$ cat config.mk
export PLATFORM = sky130hd
export DESIGN_NAME = riscv_fetch_unit
export DESIGN_NICKNAME = d
export VERILOG_FILES = /design/src/rtl/riscv_fetch_unit.sv
export SDC_FILE = /design/constraint.sdc
export NUM_CORES = 1
export LEC_CHECK = 0
export BUFFER_PORTS_ARGS = -buffer_cell sky130_fd_sc_hd__buf_2
export CAP_MARGIN = 0
export CORE_ASPECT_RATIO = 1.4
export CORE_MARGIN = 2
export CORE_UTILIZATION = 59
export DETAILED_ROUTE_END_ITERATION = 6
export GPL_ROUTABILITY_DRIVEN = 0
export GPL_TIMING_DRIVEN = 1
export PLACE_DENSITY = 0.8
export SETUP_SLACK_MARGIN = 0.02
export SLEW_MARGIN = 20
export SYNTH_ARGS = -nofsm -noshare
export SYNTH_HDL_FRONTEND = slang
export SYNTH_SLANG_ARGS = --single-unit
$ cat constraint.sdc
create_clock -name clock -period 4.2 [get_ports clock]
set_clock_uncertainty 0.05 [all_clocks]
set_input_delay 0.42 -clock clock [delete_from_list [all_inputs] [get_ports clock]]
set_output_delay 0.42 -clock clock [all_outputs]
set_load 0.05 [all_outputs]
$ cat src/rtl/riscv_fetch_unit.sv
// Instruction-fetch front end: credit-limited word fetches into a prefetch FIFO, with PCs,
// drained by decode over valid/ready; a branch redirect flushes the FIFO and discards in-flight data.
module riscv_fetch_unit #(
  parameter int unsigned DEPTH    = 4,
  parameter logic [31:0] RESET_PC = 32'h0000_0000,
  parameter logic [31:0] NOP      = 32'h0000_0013
) (
  input  logic        clock,
  input  logic        reset_n,
  output logic        imem_req,
  output logic [31:0] imem_addr,
  input  logic        imem_gnt,
  input  logic        imem_rvalid,
  input  logic [31:0] imem_rdata,
  input  logic        redirect,
  input  logic [31:0] redirect_pc,
  output logic        if_valid,
  output logic [31:0] if_instr,
  output logic [31:0] if_pc,
  input  logic        if_ready
);

  localparam int unsigned PtrW = (DEPTH > 1) ? $clog2(DEPTH) : 1;
  localparam int unsigned CntW = $clog2(DEPTH) + 1;
  localparam logic [CntW:0] DepthC = (CntW + 1)'(DEPTH);

  typedef logic [PtrW-1:0] ptr_t;
  typedef logic [CntW-1:0] cnt_t;

  logic        req_en_q;
  logic [31:0] fetch_pc_q, fetch_pc_d;
  cnt_t        occ_q, occ_d;
  cnt_t        outst_q, outst_d;
  cnt_t        discard_q, discard_d;
  ptr_t        head_q, head_d, tail_q, tail_d;
  ptr_t        rp_rd_q, rp_rd_d, rp_wr_q, rp_wr_d;

  logic [31:0] instr_mem_q [DEPTH];
  logic [31:0] pc_mem_q    [DEPTH];
  logic [31:0] rpc_mem_q   [DEPTH];

  logic          grant, ret, push, pop;
  logic [CntW:0] credits_used;
  logic          unused_redirect_lsb;

  function automatic ptr_t ptr_inc(input ptr_t p);
    return (p == ptr_t'(DEPTH - 1)) ? '0 : p + 1'b1;
  endfunction

  assign unused_redirect_lsb = ^redirect_pc[1:0];

  assign credits_used = {1'b0, occ_q} + {1'b0, outst_q};
  assign imem_req     = req_en_q && (credits_used < DepthC);
  assign imem_addr    = fetch_pc_q;

  assign grant = imem_req && imem_gnt;
  // A response with nothing outstanding is a protocol error and is ignored.
  assign ret   = imem_rvalid && (outst_q != '0);
  assign pop   = if_valid && if_ready;
  assign push  = ret && !redirect && (discard_q == '0);

  assign if_valid = (occ_q != '0);
  assign if_instr = if_valid ? instr_mem_q[head_q] : NOP;
  assign if_pc    = if_valid ? pc_mem_q[head_q] : 32'h0;

  always_comb begin
    outst_d    = outst_q + cnt_t'(grant) - cnt_t'(ret);
    // The return-PC queue tracks every outstanding fetch, including ones to be discarded,
    // so it stays aligned with the memory's in-order responses across redirects.
    rp_wr_d    = grant ? ptr_inc(rp_wr_q) : rp_wr_q;
    rp_rd_d    = ret ? ptr_inc(rp_rd_q) : rp_rd_q;
    fetch_pc_d = fetch_pc_q;
    occ_d      = occ_q;
    discard_d  = discard_q;
    head_d     = head_q;
    tail_d     = tail_q;
    if (redirect) begin
      // A grant this cycle used the stale address, so it is only counted for discard.
      fetch_pc_d = {redirect_pc[31:2], 2'b00};
      occ_d      = '0;
      head_d     = '0;
      tail_d     = '0;
      discard_d  = outst_d;
    end else begin
      if (grant) fetch_pc_d = fetch_pc_q + 32'd4;
      if (ret && (discard_q != '0)) discard_d = discard_q - 1'b1;
      if (push) tail_d = ptr_inc(tail_q);
      if (pop) head_d = ptr_inc(head_q);
      occ_d = occ_q + cnt_t'(push) - cnt_t'(pop);
    end
  end

  always_ff @(posedge clock or negedge reset_n) begin
    if (!reset_n) begin
      req_en_q   <= 1'b0;
      fetch_pc_q <= RESET_PC;
      occ_q      <= '0;
      outst_q    <= '0;
      discard_q  <= '0;
      head_q     <= '0;
      tail_q     <= '0;
      rp_rd_q    <= '0;
      rp_wr_q    <= '0;
    end else begin
      req_en_q   <= 1'b1;
      fetch_pc_q <= fetch_pc_d;
      occ_q      <= occ_d;
      outst_q    <= outst_d;
      discard_q  <= discard_d;
      head_q     <= head_d;
      tail_q     <= tail_d;
      rp_rd_q    <= rp_rd_d;
      rp_wr_q    <= rp_wr_d;
    end
  end

  always_ff @(posedge clock) begin
    if (grant) rpc_mem_q[rp_wr_q] <= fetch_pc_q;
    if (push) begin
      instr_mem_q[tail_q] <= imem_rdata;
      pc_mem_q[tail_q]    <= rpc_mem_q[rp_rd_q];
    end
  end

endmodule
### Yosys cells after proc, flatten, opt, wreduce, memory -nomap -nowiden

Memory sizes are Yosys's and may differ from the RTL's.
Index checks and enable logic that the tools add are counted.

* register bits after elaboration: 50
* RAM bits: 384
* bits of input ports: 70
* output and inout bits: 98
* memories: 3

* add/subtract/negate cells: 11
* $lt $le $gt $ge: 1
* equality and inequality tests: 4
* multiplexer cells: 19
* reduce and logical (&&, ||, !) cells: 16

Memory list
* instr_mem_q: words 4, width 32, read ports 1, clocked after memory_dff 0, wr ports 1, line 38 `logic [31:0] instr_mem_q [DEPTH];`
* pc_mem_q: words 4, width 32, read ports 1, clocked after memory_dff 0, wr ports 1, line 39 `logic [31:0] pc_mem_q [DEPTH];`
* rpc_mem_q: words 4, width 32, read ports 1, clocked after memory_dff 0, wr ports 1, line 40 `logic [31:0] rpc_mem_q [DEPTH];`

Operators by type and width (count)
* $mux 32: 4
* $add 32x3->32 const B: 1
* $mux 2: 8
* $mux 3: 3
* $reduce_bool 3->1: 3
* $add 2x1->2 const B: 4
* $eq 2x2->1 const B: 4
* $reduce_bool 2->1: 4
* $logic_and 1x1->1: 7
* $add 3x1->3: 2
* $sub 3x1->3: 2
* $add 3x3->4: 1
* $lt 4x3->1 const B: 1
* $mux 1: 4
* $logic_not 3->1: 1
* $sub 3x1->3 const B: 1
* $logic_not 1->1: 1

### Logic depth before layout (Yosys ltp)

Gate-level depths: netlist of run 1.

* depth after elaboration: 7
* mapped depth: 13
* mapped depth without buffers: 12

### Worst setup path before layout of run 1

Ideal clock, no wire load.

* path type: reg-to-reg
* start point: reg occ_q[2]
* end point: reg discard_q[2]
* library setup time: 134 ps
* arrival time: 3135 ps
* slack: 881 ps
* stages on the path, launching flop included: 14
* clock period less this slack: 3319 ps
* cell sequence: dfrtp_1 ha_1 or4b_4 buf_6 nor3_2 inv_1 ha_1 inv_1 ha_1 fa_1 xnor2_1 xnor2_1 nand2_1 o21ai_0

* cells in the longest elaborated chain, start to end: 7

Ends and longest elaborated chain
* from (decl): line 32 `cnt_t occ_q, occ_d;`
* from (signal assigned): line 97 `occ_q <= '0;`
* from (signal assigned): line 107 `occ_q <= occ_d;`
* $add 3x3->4: line 52 `assign credits_used = {1'b0, occ_q} + {1'b0, outst_q};`
* $lt 4x3->1: line 53 `assign imem_req = req_en_q && (credits_used < DepthC);`
* $logic_and 1x1->1: line 53
* $logic_and 1x1->1: line 56 `assign grant = imem_req && imem_gnt;`
* $add 3x1->3: line 67 `outst_d = outst_q + cnt_t'(grant) - cnt_t'(ret);`
* $sub 3x1->3: line 67
* via outst_d[2]: line 33 `cnt_t outst_q, outst_d;`
* $mux 3: line 77 `if (redirect) begin`
* to (signal assigned): line 109 `discard_q <= discard_d;`
* to (decl): line 34 `cnt_t discard_q, discard_d;`

The timed path passes the listed nets, and every way through them passes these cells.
A chain may end at the register's enable or synchronous reset.

### Worst setup path in the final report of run 1

* start point: reg occ_q[1]
* end point: out if_pc[5]

* cells in the longest elaborated chain, start to end: 2

Ends and longest elaborated chain
* $reduce_bool 3->1: line 62 `assign if_valid = (occ_q != '0);`
* $mux 32: line 64 `assign if_pc = if_valid ? pc_mem_q[head_q] : 32'h0;`
* to (decl): line 19 `output logic [31:0] if_pc,`

No other way between the ends.

==> results.yml, run 1 <==
outcome:
  status: "completed"
die:
  die_h_microns: 203
  coreArea_sq_um: 27700
  die_w_microns: 146
  initial_core_util: 0.603
  core.rowCount: 72
  die_area_sq_um: 29700
  pin_count: 168
cts:
  cts.sinks: 416
  cts_max_level: 2
  clk_latency_ps: 520
  path_clk_slew_ps: 70
  cts_tree: "done"
  cts_resized: 0
  clock_path_buffers: 3
  clockRootBuffer: "clkbuf_16"
  cts_inserted_buffers: 37
route:
  dr_total_vias: 8747
  drtAntennaViolNets: 0
  drt-initial-drc-count: 613
  top_layer: "met4"
  wl_per_cell_microns: 21.2
  met2_length_mm: 16.5
  drc: 0
  wl_met3_mm: 1.58
  vias_per_cell: 5.93
  drt-total-wl_mm: 31.3
  wl_met1_mm: 12.6
  drtPass1Iterations: 5
synthesis:
  synth-edff-count: 368
  async_reset_ff_frac: 0.115
  synth.distinct_cells: 50
  ys_ff_latch: 416
  avgSynthCellArea_sq_um: 18.6
  synthFlopType: "edfxtp_1"
  yosysWarningCount: 0
  syn_inst: 900
  synth_area_sq_um: 16700
  synth_seq_area_share: 0.733
place:
  dpl_worst_slack_ps: 943
  place_area_sq_um: 18000
  port_buffers: 161
  hpwl_mm: 19.3
finish:
  final_cell_mix: "368 x edfxtp_1, 161 x buf_2, 92 x mux4_2"
  antenna_cells: 0
  drive_above_1_share: 0.310
  fin_nets: 1169
  final_common_cell: "edfxtp_1"
  syn_to_final_growth_pct: 14.8
  fin_area_sq_um: 19200
worst_setup_path:
  cp_max_fo: 61
  r2r_setup_slack_ps: 940
  r2r-end: "discard_q[2]"
  startpoint_type: "flip-flop"
  required_ps: 3730
  r2r_start: "outst_q[2]"
  reg2regPathDepth: 13
  crit_type: "flip-flop to output port"
  end_kind: "output port"
  worstPathArrival_ps: 2820
sta:
  finalCritPeriodShare: 0.784
  setup_viol_count_final: 0
  finalHoldViolCount: 0
  max_slew.worst_pin.slew_ps: 994
  max_freq_ghz: 0.304
  drv_slew: 0
  rsz0062_at_grt: "no"
  slew_headroom: 0.332
  tns_ps: 0
  finalWorstSetupSlack_ps: 906
  fin_crit_ps: 3290
pwr:
  p_seq_frac: 0.449
  sw_frac_of_total: 0.332
  vdd_drop_max_v: 0.000355
  power_frac_clock: 0.266
  leakage_uw: 0.00656
  pwr-share-comb: 0.285
  p_sw_uw: 3960
  internal-power_uw: 7980
  power_density_nw_per_um2: 622
grt:
  grt_overflow_total: 0
  track_usage: 0.214
  antenna_found_initial: 0
  grt_max_degree: 63
  grt_pass1_wl_mm: 49.0
  grt_pass1_vias: 9024
flow_run:
  maxCapViolations: 0
hold_path:
  min_path_cells: 3
  holdCritStartpoint: "redirect_pc[3]"
  hold_class: "primary input to flip-flop"
  holdPathEnd: "imem_addr[3]"
[synthesized netlist by cell type, drive strengths merged (18+ instances only)]
master	count	area, sq um
inv	21	78.8
clkbuf	26	97.6
dfrtp	48	1200
edfxtp	368	11100
mux4	92	2070
nand2	30	113
o21ai	19	95.1
nor2	25	93.8
a31oi	19	119
and2	67	419
ha	19	238
buf	19	101
or4	18	139
[cells by family (layout without fill, tap and decap cells)]
logic type      count (synthesis)  after routing  synth area share
flops                         416            416             0.733
xor+xnor                        9              9           0.00471
other cells                     2              5          0.000449
simple gates                  218            218            0.0751
buf+inv                        67            268            0.0168
fa+ha+maj                      21             21            0.0166
mux                            94             94             0.125
compound gates                 73             73            0.0284
[metal layers]
metal | track usage | up-vias
li1 | - | 3952
met1 | 0.278 | 4455
met2 | 0.380 | 298
met3 | 0.0320 | 42
met4 | 0.0621 | 0
met5 | 0 | -
[worst max path at each step]
stage,startpoint,endpoint,slack [ps]
finish,occ_q[1],if_pc[5],910
global route,outst_q[2],discard_q[2],730
CTS,occ_q[1],if_pc[5],860
detailed placement,occ_q[2],discard_q[2],940
global placement,occ_q[2],discard_q[2],970
floorplan,occ_q[2],discard_q[2],880
[timing repair]
action,CTS,global route
endpoints found under the setup margin,0,0
setup buffers,0,0
hold buffers,1,0
endpoints found under the hold margin,20,0
[critical path, cell delays in order (launching register included)]
cell     delay (ps)
dfrtp_1         440
nor3_1          820
inv_1           160
buf_4           370
and2_1          260
buf_2           220
[sequential cells by signal (all words and copies together), names as in the netlist]
name,cells
rp_rd_q,2
rp_wr_q,2
outst_q,3
tail_q,2
discard_q,3
instr_mem_q,128
req_en_q,1
head_q,2
pc_mem_q,120
occ_q,3
rpc_mem_q,120
imem_addr,30
[area by class of cell]
type / count / area (sq um)
fillers: 1797 / 8550
clock buffers: 48 / 1020
clock inverters: 17 / 120
flip-flops and latches: 416 / 12300
multi-input cells: 420 / 4210
inverters: 22 / 82.6
repair buffers: 181 / 1050
well taps: 370 / 463
[metrics by stage]
stage	instances	util	total power, uW	hold WS, ps
2_1_floorplan	903	-	8000	74.4
3_3_place_gp	1408	0.650	8810	365
3_5_place_dp	1408	0.650	8890	365
4_1_cts	1474	0.692	12100	38.6
5_1_grt	1474	0.692	12400	42.6
6_report	1474	0.692	11900	60.5
[power by group through the flow]
stage | Clock (uW) | Sequential [uW] | Combinational, uW
after global placement | 0 | 5440 | 3370
after global routing | 3390 | 5410 | 3640
after detailed placement | 0 | 5460 | 3440
final | 3180 | 5360 | 3410
after CTS | 3250 | 5370 | 3450
after floorplan | 0 | 5320 | 2680
No activity file was read; power rests on OpenSTA's default activity.
==> inputs of run 2 (changes only) <==
--- a/config.mk
+++ b/config.mk
@@ -5,6 +5,7 @@
 export SDC_FILE = /design/constraint.sdc
 export NUM_CORES = 1
 export LEC_CHECK = 0
+export ABC_AREA = 1
 export BUFFER_PORTS_ARGS = -buffer_cell sky130_fd_sc_hd__buf_2
 export CAP_MARGIN = 0
 export CORE_ASPECT_RATIO = 1.4
==> constraint.sdc (replaced) <==
create_clock -name clock -period 3.3 [get_ports clock]
set_clock_uncertainty 0.05 [all_clocks]
set_input_delay 0.33 -clock clock [delete_from_list [all_inputs] [get_ports clock]]
set_output_delay 0.33 -clock clock [all_outputs]
set_load 0.05 [all_outputs]
==> results.yml, run 2 <==
route:
  drt-initial-drc-count: 904
  drtPass1Iterations: 6
  dr_total_vias: 11812
  drt-total-wl_mm: 36.6
  drtAntennaViolNets: 0
  vias_per_cell: 5.55
  drc: 0
  wl_per_cell_microns: 17.2
sta:
  finalHoldViolCount: 0
  fin_crit_ps: 2980
  drv_slew: 0
  slew_headroom: 0.371
  finalCritPeriodShare: 0.903
  setup_viol_count_final: 0
  max_slew.worst_pin.slew_ps: 943
  max_freq_ghz: 0.335
  whs_ps: 36.1
  tns_ps: 0
  rsz0062_at_grt: "no"
grt:
  track_usage: 0.236
  antenna_found_initial: 0
  grt_overflow_total: 0
  grt_pass1_vias: 11650
  grt_pass1_wl_mm: 57.2
  grt_max_degree: 121
synthesis:
  yosys-top-cells-count: "368 x edfxtp_1, 356 x nor2_1, 198 x o21ai_0, 178 x nand2_1, 69 x inv_1"
  synth_most_common_cell: "edfxtp_1"
  synth_area_sq_um: 17400
  ys_ff_latch: 416
  synth_seq_area_share: 0.704
  syn_inst: 1526
  synth-edff-count: 368
  yosys.area.top_type_share: 0.635
  yosysWarningCount: 0
  avgSynthCellArea_sq_um: 11.4
  synth.distinct_cells: 37
  async_reset_ff_frac: 0.115
  synthFlopType: "edfxtp_1"
  synth_top_cell_by_area: "edfxtp_1"
  synthTopCellsByArea: "edfxtp_1 64%, nor2_1 7.7%, dfrtp_1 6.9%, o21ai_0 5.7%, nand2_1 3.8%"
cts:
  cts.sinks: 416
  cts_inserted_buffers: 38
  clockRootBuffer: "clkbuf_16"
  cts_max_level: 2
  path_clk_slew_ps: 70
  clock_path_buffers: 3
  cts_tree: "done"
  cts_resized: 0
  clk_latency_ps: 530
finish:
  syn_to_final_growth_pct: 16.4
  fin_area_sq_um: 20300
  reg_top3: "instr_mem_q (128), pc_mem_q (120), rpc_mem_q (120)"
  post-route-util: 0.697
  drive_above_1_share: 0.153
  antenna_cells: 0
  final_cell_mix: "368 x edfxtp_1, 348 x nor2_1, 198 x o21ai_0"
  fin_nets: 1810
  largest_reg_flops: 128
  nFillCells: 1962
  final_common_cell: "edfxtp_1"
  top_register: "instr_mem_q"
worst_setup_path:
  crit_family: "buffers and inverters"
  crit_buf_inv: 3
  worstPathArrival_ps: 2600
  max_stage_delay_ps: 630
  crit_type: "flip-flop to output port"
  startpoint_type: "flip-flop"
  end_kind: "output port"
  crit_chain: "clkinv_2, buf_12, o21ai_0, a21oi_1, buf_2"
  required_ps: 2920
  slowest_stage: "dfrtp_4"
  cp_max_fo: 120
die:
  pin_count: 168
  die_h_microns: 207
  initial_core_util: 0.598
  die_w_microns: 149
  coreArea_sq_um: 29100
  die_area_sq_um: 30900
  core.rowCount: 74
outcome:
  status: "completed"
place:
  hpwl_mm: 21.1
  place_area_sq_um: 18600
  port_buffers: 161
pwr:
  internal-power_uw: 10400
  sw_frac_of_total: 0.406
  p_sw_uw: 7120
  power_frac_clock: 0.239
  leakage_uw: 0.00763
  vdd_drop_max_v: 0.000495
  p_seq_frac: 0.396
  power_density_nw_per_um2: 866
  pwr-share-comb: 0.365
hold_path:
  hold_class: "primary input to flip-flop"
flow_run:
  maxCapViolations: 0
-- run 2: cell count changes after synthesis, moves of 23 or more --
| cell | delta |
|---|---|
| and2_1 | -65 |
| inv_1 | +48 |
| o21ai_0 | +179 |
| nor2_1 | +331 |
| mux4_2 | -92 |
| clkbuf_1 | +23 |
| a21oi_1 | +55 |
| nand3_1 | +54 |
| o22ai_1 | +30 |
| nand2_1 | +148 |
-- run 2: final timing paths --
kind	startpoint	to	slack, ps	depth (start not counted)
max	head_q[0]	if_pc[8]	320	5
min	redirect_pc[20]	imem_addr[20]	40	5
max reg2reg	discard_q[0]	occ_q[2]	600	12
min reg2reg	outst_q[1]	outst_q[2]	470	1
max in group asynchronous	reset_n	imem_addr[13]	2080	3
min in group asynchronous	reset_n	head_q[0]	380	2
-- run 2: cells by family after synthesis --
| group | Yosys count | share of synthesized area |
|---|---|---|
| flops | 416 | 0.704 |
| simple gates | 624 | 0.145 |
| buf+inv | 155 | 0.0394 |
| other cells | 2 | 0.000432 |
| xor+xnor | 8 | 0.00403 |
| compound gates | 300 | 0.0904 |
| fa+ha+maj | 21 | 0.0160 |
-- run 2: cell type report --
| class | instances | area (sq um) | area share |
|---|---|---|---|
| tap | 380 | 475 | 0.0235 |
| inverter | 75 | 283 | 0.0140 |
| clock inverter | 25 | 203 | 0.0100 |
| clock buffer | 43 | 991 | 0.0489 |
| multi-input combinational | 958 | 4510 | 0.223 |
| sequential | 416 | 12300 | 0.605 |
| timing repair buffer | 230 | 1530 | 0.0756 |
-- run 2: power groups by stage --
| stage | combinational [uW] | sequential (uW) | clock [uW] |
|---|---|---|---|
| 2_1_floorplan | 4520 | 7190 | 0 |
| 3_3_place_gp | 6180 | 7030 | 0 |
| 3_5_place_dp | 6340 | 7060 | 0 |
| 4_1_cts | 6420 | 6950 | 4250 |
| 5_1_grt | 6920 | 7010 | 4460 |
| 6_report | 6390 | 6950 | 4190 |
-- run 2: worst min-delay path, stage by stage --
cell and delay [ps]:
buf_2 70, nand2_1 40, nand2_1 50, inv_1 30, nand2_1 60
-- run 2: per-stage QoR --
step,setup WS [ps],power [uW],instances
final,319,17500,2127
after global routing,245,18400,2127
after CTS,321,17600,2127
after detailed placement,621,13400,2011
after global placement,735,13200,2011
after floorplan,-881,11700,1529
-- run 2: what timing repair did --
action	4_1_cts	5_1_grt
setup buffers	0	0
setup endpoints to repair	0	0
hold buffers	48	0
hold endpoints to repair	176	0
-- run 2: per-layer routing --
layer / track usage / up-vias / wire (microns)
met1: 0.287 / 5594 / 14300
met4: 0.0969 / 0 / 1150
met5: 0 / - / 0
met3: 0.0357 / 81 / 2370
met2: 0.419 / 473 / 18800
li1: - / 5664 / -
